`src/rtl/hazard_scoreboard_if.sv`:
```
// rtl/hazard_scoreboard_if.sv - decode-stage operand interface between ID and the hazard scoreboard
// master: decode stage driving operand/destination info; slave: the scoreboard.
interface hazard_scoreboard_if #(
  parameter int REG_AW = 3,
  parameter int CNT_W  = 16
);
  logic [REG_AW-1:0] Ra_ID;
  logic [REG_AW-1:0] Rb_ID;
  logic              useA_ID;
  logic              useB_ID;
  logic [REG_AW-1:0] Rd_ID;
  logic              RegWrite_ID;
  logic              MemRead_ID;
  logic              flush_ID;
  logic [1:0]        ForwardA;
  logic [1:0]        ForwardB;
  logic              stall;
  logic              bubble_EX;
  logic              WB_signals;
  logic [REG_AW-1:0] DestinationRegister;
  logic [CNT_W-1:0]  stall_count;

  modport master (
    output Ra_ID, Rb_ID, useA_ID, useB_ID, Rd_ID, RegWrite_ID, MemRead_ID, flush_ID,
    input  ForwardA, ForwardB, stall, bubble_EX, WB_signals, DestinationRegister, stall_count
  );

  modport slave (
    input  Ra_ID, Rb_ID, useA_ID, useB_ID, Rd_ID, RegWrite_ID, MemRead_ID, flush_ID,
    output ForwardA, ForwardB, stall, bubble_EX, WB_signals, DestinationRegister, stall_count
  );
endinterface

```
`src/rtl/hazard_scoreboard.sv`:
```
// rtl/hazard_scoreboard.sv - EX/MEM/WB destination-tag scoreboard: forwarding, load-use stall, regfile write
// Optional R0_ZERO_EN: register 0 hardwired to zero (never forwarded, stalled on, or written).
module hazard_scoreboard #(
  parameter int REG_AW = 3,
  parameter int CNT_W  = 16
) (
  input  logic                clk,
  input  logic                reset,
  hazard_scoreboard_if.slave  sb
);

  // The load flag only matters while the producer sits in EX, so MEM/WB tags carry wr/rd only.
  logic              ex_wr, ex_load, mem_wr, wb_wr;
  logic [REG_AW-1:0] ex_rd, mem_rd, wb_rd;
  logic [CNT_W-1:0]  stall_cnt;

  logic ex_wv, mem_wv, wb_wv;
  logic hz;

`ifdef R0_ZERO_EN
  assign ex_wv  = ex_wr  & (ex_rd  != '0);
  assign mem_wv = mem_wr & (mem_rd != '0);
  assign wb_wv  = wb_wr  & (wb_rd  != '0);
`else
  assign ex_wv  = ex_wr;
  assign mem_wv = mem_wr;
  assign wb_wv  = wb_wr;
`endif

  function automatic logic [1:0] fwd_sel(
    input logic              use_r,
    input logic [REG_AW-1:0] r,
    input logic              exv,
    input logic [REG_AW-1:0] exr,
    input logic              memv,
    input logic [REG_AW-1:0] memr,
    input logic              wbv,
    input logic [REG_AW-1:0] wbr
  );
    logic [1:0] sel;
    sel = 2'b00;
    if (use_r) begin
      // Youngest producer wins.
      if (exv && exr == r)        sel = 2'b01;
      else if (memv && memr == r) sel = 2'b10;
      else if (wbv && wbr == r)   sel = 2'b11;
    end
    return sel;
  endfunction

  always_comb begin
    sb.ForwardA = fwd_sel(sb.useA_ID, sb.Ra_ID, ex_wv, ex_rd, mem_wv, mem_rd, wb_wv, wb_rd);
    sb.ForwardB = fwd_sel(sb.useB_ID, sb.Rb_ID, ex_wv, ex_rd, mem_wv, mem_rd, wb_wv, wb_rd);
  end

  assign hz = ex_load & ex_wv &
              ((sb.useA_ID & (ex_rd == sb.Ra_ID)) | (sb.useB_ID & (ex_rd == sb.Rb_ID)));

  // A flush discards the consumer, so holding the front end would be pointless.
  assign sb.stall               = hz & ~sb.flush_ID;
  assign sb.bubble_EX           = hz | sb.flush_ID;
  assign sb.WB_signals          = wb_wv;
  assign sb.DestinationRegister = wb_rd;
  assign sb.stall_count         = stall_cnt;

  always_ff @(posedge clk) begin
    if (reset) begin
      ex_wr     <= 1'b0;
      ex_load   <= 1'b0;
      ex_rd     <= '0;
      mem_wr    <= 1'b0;
      mem_rd    <= '0;
      wb_wr     <= 1'b0;
      wb_rd     <= '0;
      stall_cnt <= '0;
    end else begin
      wb_wr  <= mem_wr;
      wb_rd  <= mem_rd;
      mem_wr <= ex_wr;
      mem_rd <= ex_rd;
      if (sb.bubble_EX) begin
        ex_wr   <= 1'b0;
        ex_load <= 1'b0;
        ex_rd   <= '0;
      end else begin
        ex_wr   <= sb.RegWrite_ID;
        ex_load <= sb.MemRead_ID;
        ex_rd   <= sb.Rd_ID;
      end
      if (sb.stall && stall_cnt != '1)
        stall_cnt <= stall_cnt + CNT_W'(1);
    end
  end

endmodule

```
`src/flat_wrapper.sv`:
```
// flat-port wrapper written by rule: the top's interface ports become plain ports
module hazard_scoreboard_flat 
#(
  parameter int REG_AW = 3,
  parameter int CNT_W  = 16
)
  (clk, reset, sb_Ra_ID, sb_Rb_ID, sb_useA_ID, sb_useB_ID, sb_Rd_ID, sb_RegWrite_ID, sb_MemRead_ID, sb_flush_ID, sb_ForwardA, sb_ForwardB, sb_stall, sb_bubble_EX, sb_WB_signals, sb_DestinationRegister, sb_stall_count);
  hazard_scoreboard_if #(.REG_AW(REG_AW), .CNT_W(CNT_W)) sb_i ();
  input  logic clk;
  input  logic reset;
  input wire logic [$bits(sb_i.Ra_ID)-1:0] sb_Ra_ID;
  input wire logic [$bits(sb_i.Rb_ID)-1:0] sb_Rb_ID;
  input wire logic [$bits(sb_i.useA_ID)-1:0] sb_useA_ID;
  input wire logic [$bits(sb_i.useB_ID)-1:0] sb_useB_ID;
  input wire logic [$bits(sb_i.Rd_ID)-1:0] sb_Rd_ID;
  input wire logic [$bits(sb_i.RegWrite_ID)-1:0] sb_RegWrite_ID;
  input wire logic [$bits(sb_i.MemRead_ID)-1:0] sb_MemRead_ID;
  input wire logic [$bits(sb_i.flush_ID)-1:0] sb_flush_ID;
  output wire logic [$bits(sb_i.ForwardA)-1:0] sb_ForwardA;
  output wire logic [$bits(sb_i.ForwardB)-1:0] sb_ForwardB;
  output wire logic [$bits(sb_i.stall)-1:0] sb_stall;
  output wire logic [$bits(sb_i.bubble_EX)-1:0] sb_bubble_EX;
  output wire logic [$bits(sb_i.WB_signals)-1:0] sb_WB_signals;
  output wire logic [$bits(sb_i.DestinationRegister)-1:0] sb_DestinationRegister;
  output wire logic [$bits(sb_i.stall_count)-1:0] sb_stall_count;
  assign sb_i.Ra_ID = sb_Ra_ID;
  assign sb_i.Rb_ID = sb_Rb_ID;
  assign sb_i.useA_ID = sb_useA_ID;
  assign sb_i.useB_ID = sb_useB_ID;
  assign sb_i.Rd_ID = sb_Rd_ID;
  assign sb_i.RegWrite_ID = sb_RegWrite_ID;
  assign sb_i.MemRead_ID = sb_MemRead_ID;
  assign sb_i.flush_ID = sb_flush_ID;
  assign sb_ForwardA = sb_i.ForwardA;
  assign sb_ForwardB = sb_i.ForwardB;
  assign sb_stall = sb_i.stall;
  assign sb_bubble_EX = sb_i.bubble_EX;
  assign sb_WB_signals = sb_i.WB_signals;
  assign sb_DestinationRegister = sb_i.DestinationRegister;
  assign sb_stall_count = sb_i.stall_count;
  hazard_scoreboard #(.REG_AW(REG_AW), .CNT_W(CNT_W)) u_core (.clk(clk), .reset(reset), .sb(sb_i));
endmodule
```
`config.mk`:
```
export PLATFORM = sky130hd
export DESIGN_NAME = hazard_scoreboard_flat
export DESIGN_NICKNAME = d
export VERILOG_FILES = /design/src/rtl/hazard_scoreboard_if.sv /design/src/rtl/hazard_scoreboard.sv /design/src/flat_wrapper.sv
export SDC_FILE = /design/constraint.sdc
export NUM_CORES = 1
export LEC_CHECK = 0
export ABC_CLOCK_PERIOD_IN_PS = 2100
export CORE_ASPECT_RATIO = 0.7
export CORE_UTILIZATION = 42
export DETAILED_ROUTE_END_ITERATION = 10
export GPL_TIMING_DRIVEN = 0
export PLACE_DENSITY = 0.75
export SYNTH_ARGS = -nofsm -noshare
export SYNTH_HDL_FRONTEND = slang
export SYNTH_SLANG_ARGS = --single-unit
```
`constraint.sdc`:
```
create_clock -name clk -period 2.1 [get_ports clk]
set_input_delay 0.42 -clock clk [delete_from_list [all_inputs] [get_ports clk]]
set_output_delay 0.42 -clock clk [all_outputs]
set_load 0.02 [all_outputs]
```
==> results of run 1 <==
## repair_timing
item                       4_1_cts  5_1_grt
setup buffers                    3        3
setup endpoints to repair       21       19
pin swaps                        8        6
resized for setup               46       41
## cells by family after synthesis
kind of cell	after synthesis	share of synthesized area [%]
flops	29	39.1
xor+xnor	18	10.6
compound gates	31	14.2
buf+inv	10	3.20
simple gates	73	29.1
mux	4	2.95
fa+ha+maj	1	0.842
## worst max path at each step
stage | endpoint | slack (ns) | depth (start not counted)
after global routing | u_core.sb.stall_count[9] | -0.06 | 6
after floorplan | u_core.sb.stall_count[9] | 0.06 | 6
final | u_core.sb.stall_count[9] | -0.005 | 6
after detailed placement | sb_stall | -0.87 | 6
after global placement | sb_stall | -0.82 | 6
after CTS | sb_stall | 0.001 | 5
## routing by layer
metal  routed length [um]  global-route usage [%]  up-vias
met2                 2310                    39.5       57
li1                     -                       -      708
met1                 1950                    32.1      747
met4                  100                    10.5        0
met5                    0                       0        -
met3                  314                    6.98       12
## worst register-to-register path, stage by stage (launching register included)
cell and delay [ns]:
dfxtp_4 0.36, xor2_2 0.18, nand4bb_4 0.24, a211o_4 0.40, buf_8 0.17, nor4_4 0.28
mux2_2 0.36
## Yosys cell counts, drive strengths merged (3+ instances only)
cell    n
buf     4
and3    3
nand4   6
nor2b  11
nor2    8
xor2    4
dfxtp  29
mux2    3
or4     7
nand2  11
nand3   8
a21oi  12
inv     4
xnor2  14
o31ai   6
and4    3
and2    5
## state kept, by name, indices dropped and copies added (netlist names)
register                       cells
u_core.ex_load                     1
u_core.ex_rd                       3
u_core.ex_wr                       1
u_core.mem_rd                      3
u_core.mem_wr                      1
u_core.sb.DestinationRegister      3
u_core.sb.WB_signals               1
u_core.sb.stall_count             16
## through the flow
stage | instances | hold WS, ns
floorplan | 166 | 0.459
global placement | 254 | 0.479
CTS | 265 | 0.486
global route | 268 | 0.509
detailed placement | 254 | 0.482
finish | 268 | 0.487
## power by group through the flow
stage          logic (W)  registers, W  clock network [W]
6_report        0.000126      0.000566           0.000520
3_3_place_gp   0.0000991      0.000576                  0
5_1_grt         0.000134      0.000566           0.000552
4_1_cts         0.000105      0.000565           0.000520
2_1_floorplan  0.0000462      0.000576                  0
3_5_place_dp    0.000102      0.000577                  0
## cells in the final DEF (no fill, tap or decap), types with 2 or more instances in the layout
cell / n
mux2_2: 3
dfxtp_1: 24
or2_2: 2
clkbuf_2: 3
clkdlybuf4s50_1: 27
nor2_1: 7
o31ai_2: 3
nand2_1: 11
buf_2: 4
a21oi_1: 11
clkdlybuf4s15_2: 3
buf_6: 2
xnor2_1: 11
nand4_1: 6
dlygate4sd2_1: 3
nand4bb_4: 2
and3_1: 3
nand2b_1: 2
and4_1: 3
xor2_2: 3
dfxtp_4: 2
a21boi_0: 2
xnor2_2: 3
buf_4: 8
dfxtp_2: 3
or4_1: 7
o31ai_1: 2
nand3_1: 8
nor2b_1: 11
inv_1: 3
and2_1: 5
clkbuf_1: 2
clkbuf_8: 7
## area by class of cell
| cell class | count | area, um2 | area share, % |
|---|---|---|---|
| flip-flops and latches | 29 | 592 | 26.1 |
| well taps | 47 | 58.8 | 2.59 |
| clock buffers | 7 | 96.3 | 4.25 |
| clock inverters | 1 | 5.00 | 0.221 |
| plain buffers | 6 | 48.8 | 2.15 |
| repair buffers | 47 | 422 | 18.6 |
| multi-input cells | 127 | 1030 | 45.3 |
| inverters | 4 | 17.5 | 0.772 |
==> metrics.md, run 1 <==
| Metric | Value |
|---|---|
| Post-synth top area share | `39.1%` |
| Crit-path slowest cell | `a211o_4` |
| Wire length per cell | `17.5 um` |
| Seq/Total Area, Yosys | `39.1%` |
| Vias | `1,524` |
| Layout cells sized above 1 | `26.7%` |
| Critical path's top delay family | `simple AND/OR/NAND/NOR gates` |
| Clk slew on worst S/H paths | `0.06 ns` |
| Synth area leaders | `dfxtp_1 39%, xnor2_1 8.3%, nor2b_1 4.6%, a21oi_1 4.0%, or4_1 3.5%` |
| Syn-to-layout area delta | `52.7%` |
| R2R depth | `6` |
| Hold Fails Final Rpt | `0` |
| Mapped cell area | `1490 um2` |
| Final slew viol count | `0` |
| Overall die width | `73.1 um` |
| Largest net degree at the start of global routing | `11` |
| Number of synthesized flops with an enable pin | `0` |
| Pleak | `0.784 nW` |
| Switching part of the total power | `24.2%` |
| Synthesized flop and latch total | `29` |
| I/O pin count | `42` |
| Worst reg2reg endpoint | `u_core.sb.stall_count[9]` |
| Crit end category | `flop` |
| Final HPWL DP | `3.05 mm` |
| Ys flop type | `dfxtp_1` |
| Post-CTS Hold Fix Bufs | `0` |
| Sink Count | `29` |
| F_max | `0.475 GHz` |
| Buf/Inv on CP | `1` |
| Worst Hold Path EP | `u_core.sb.WB_signals` |
| CTS buffer count | `5` |
| RSZ-0062 raised after global routing | `true` |
| H-tree Lvls | `2` |
| Final ANT Viol Nets | `0` |
| DRC | `0` |
| Sequential power share | `46.7%` |
| TNS Setup | `-0.00495 ns` |
| Worst path arrival time | `2.28 ns` |
| Min-delay src | `u_core.mem_wr` |
| Total GRT Usage | `25.0%` |
| Worst min path class | `flop to flop` |
| Failing checks | `setup timing` |
| Total power | `0.00121 W` |
| Crit-path cells | `xor2_2, nand4bb_4, a211o_4, buf_8, nor4_4, mux2_2` |
| Flop2flop setup slack | `-0.005 ns` |
| Die height | `51.8 um` |
| Ant diodes | `0` |
| Yosys warnings | `0` |
| Async set or reset register ratio after synthesis | `0%` |
| Worst hold stages | `1` |
| Clock root buffer | `clkbuf_8` |
| Startpoint Class | `flop` |
| Max-cap violations | `0` |
| Initial Utilization | `45.6%` |
| Clock Power Share | `42.9%` |
| Tcrit/Tclk final | `100%` |
| Placed inst area | `1950 um2` |
| Psw | `0.000293 W` |
| # port buffers | `41` |
| Worst slew margin | `60.9%` |
| Critical path class | `flop to flop` |
| CP required | `2.28 ns` |
| Total Wirelength | `4.68 mm` |
| Core area | `3250 um2` |
| Vias in the first global route | `1,436` |
| Nets | `237` |
| CTS tree | `built` |
| Clk_skew | `0.0122 ns` |
| Final Setup Violations | `1` |
| Launch point of the worst path | `u_core.ex_rd[0]` |
| Util after Layout | `69.7%` |
| Syn Nets | `183` |
| Status | `finished with violations` |
| First-pass GRT wire length | `6.97 mm` |
| Starting DRC count in detailed routing | `90` |
| DIE AREA | `3780 um2` |
| Clock Path Buffers | `2` |
| Netlist cell types | `40` |
| Initial antenna violation count | `0` |
| Post-layout min period | `2.10 ns` |
| # rows | `17` |
| Design Area, Final | `2270 um2` |
| Largest area contributor in the netlist | `dfxtp_1` |
| Final worst setup slack | `-0.00495 ns` |
| P_int | `0.000918 W` |
| Logic pwr share | `10.4%` |
| Vias per inst | `5.69` |
| Filler instances | `248` |
| Largest fanout on the critical path | `10` |
| CP peak stage delay | `0.40 ns` |
| Gr ovfl total | `0` |
| Worst-Skew Late Latency | `0.29 ns` |
| DRT Pass-1 Iters | `4` |
| Avg Synthesized Cell Area | `8.95 um2` |
| VDD IR max | `0.000391 V` |
| Syn Inst Count | `166` |
| RePlAce Congestion | `0.933` |
| Tightest Pin Transition | `0.587 ns` |
| PwrDens | `534 nW/um2` |
| Reg2reg start | `u_core.ex_rd[0]` |
| Setup WS pre-CTS | `-0.866 ns` |
Power figures use the tool's default switching activity.
==> inputs of run 2 (changes only) <==
--- a/config.mk
+++ b/config.mk
@@ -5,6 +5,7 @@
 export SDC_FILE = /design/constraint.sdc
 export NUM_CORES = 1
 export LEC_CHECK = 0
+export ABC_AREA = 0
 export ABC_CLOCK_PERIOD_IN_PS = 2100
 export CORE_ASPECT_RATIO = 0.7
 export CORE_UTILIZATION = 42
==> results of run 2 <==
No change in the layout: final DEF, timing and power equal those of run 1.
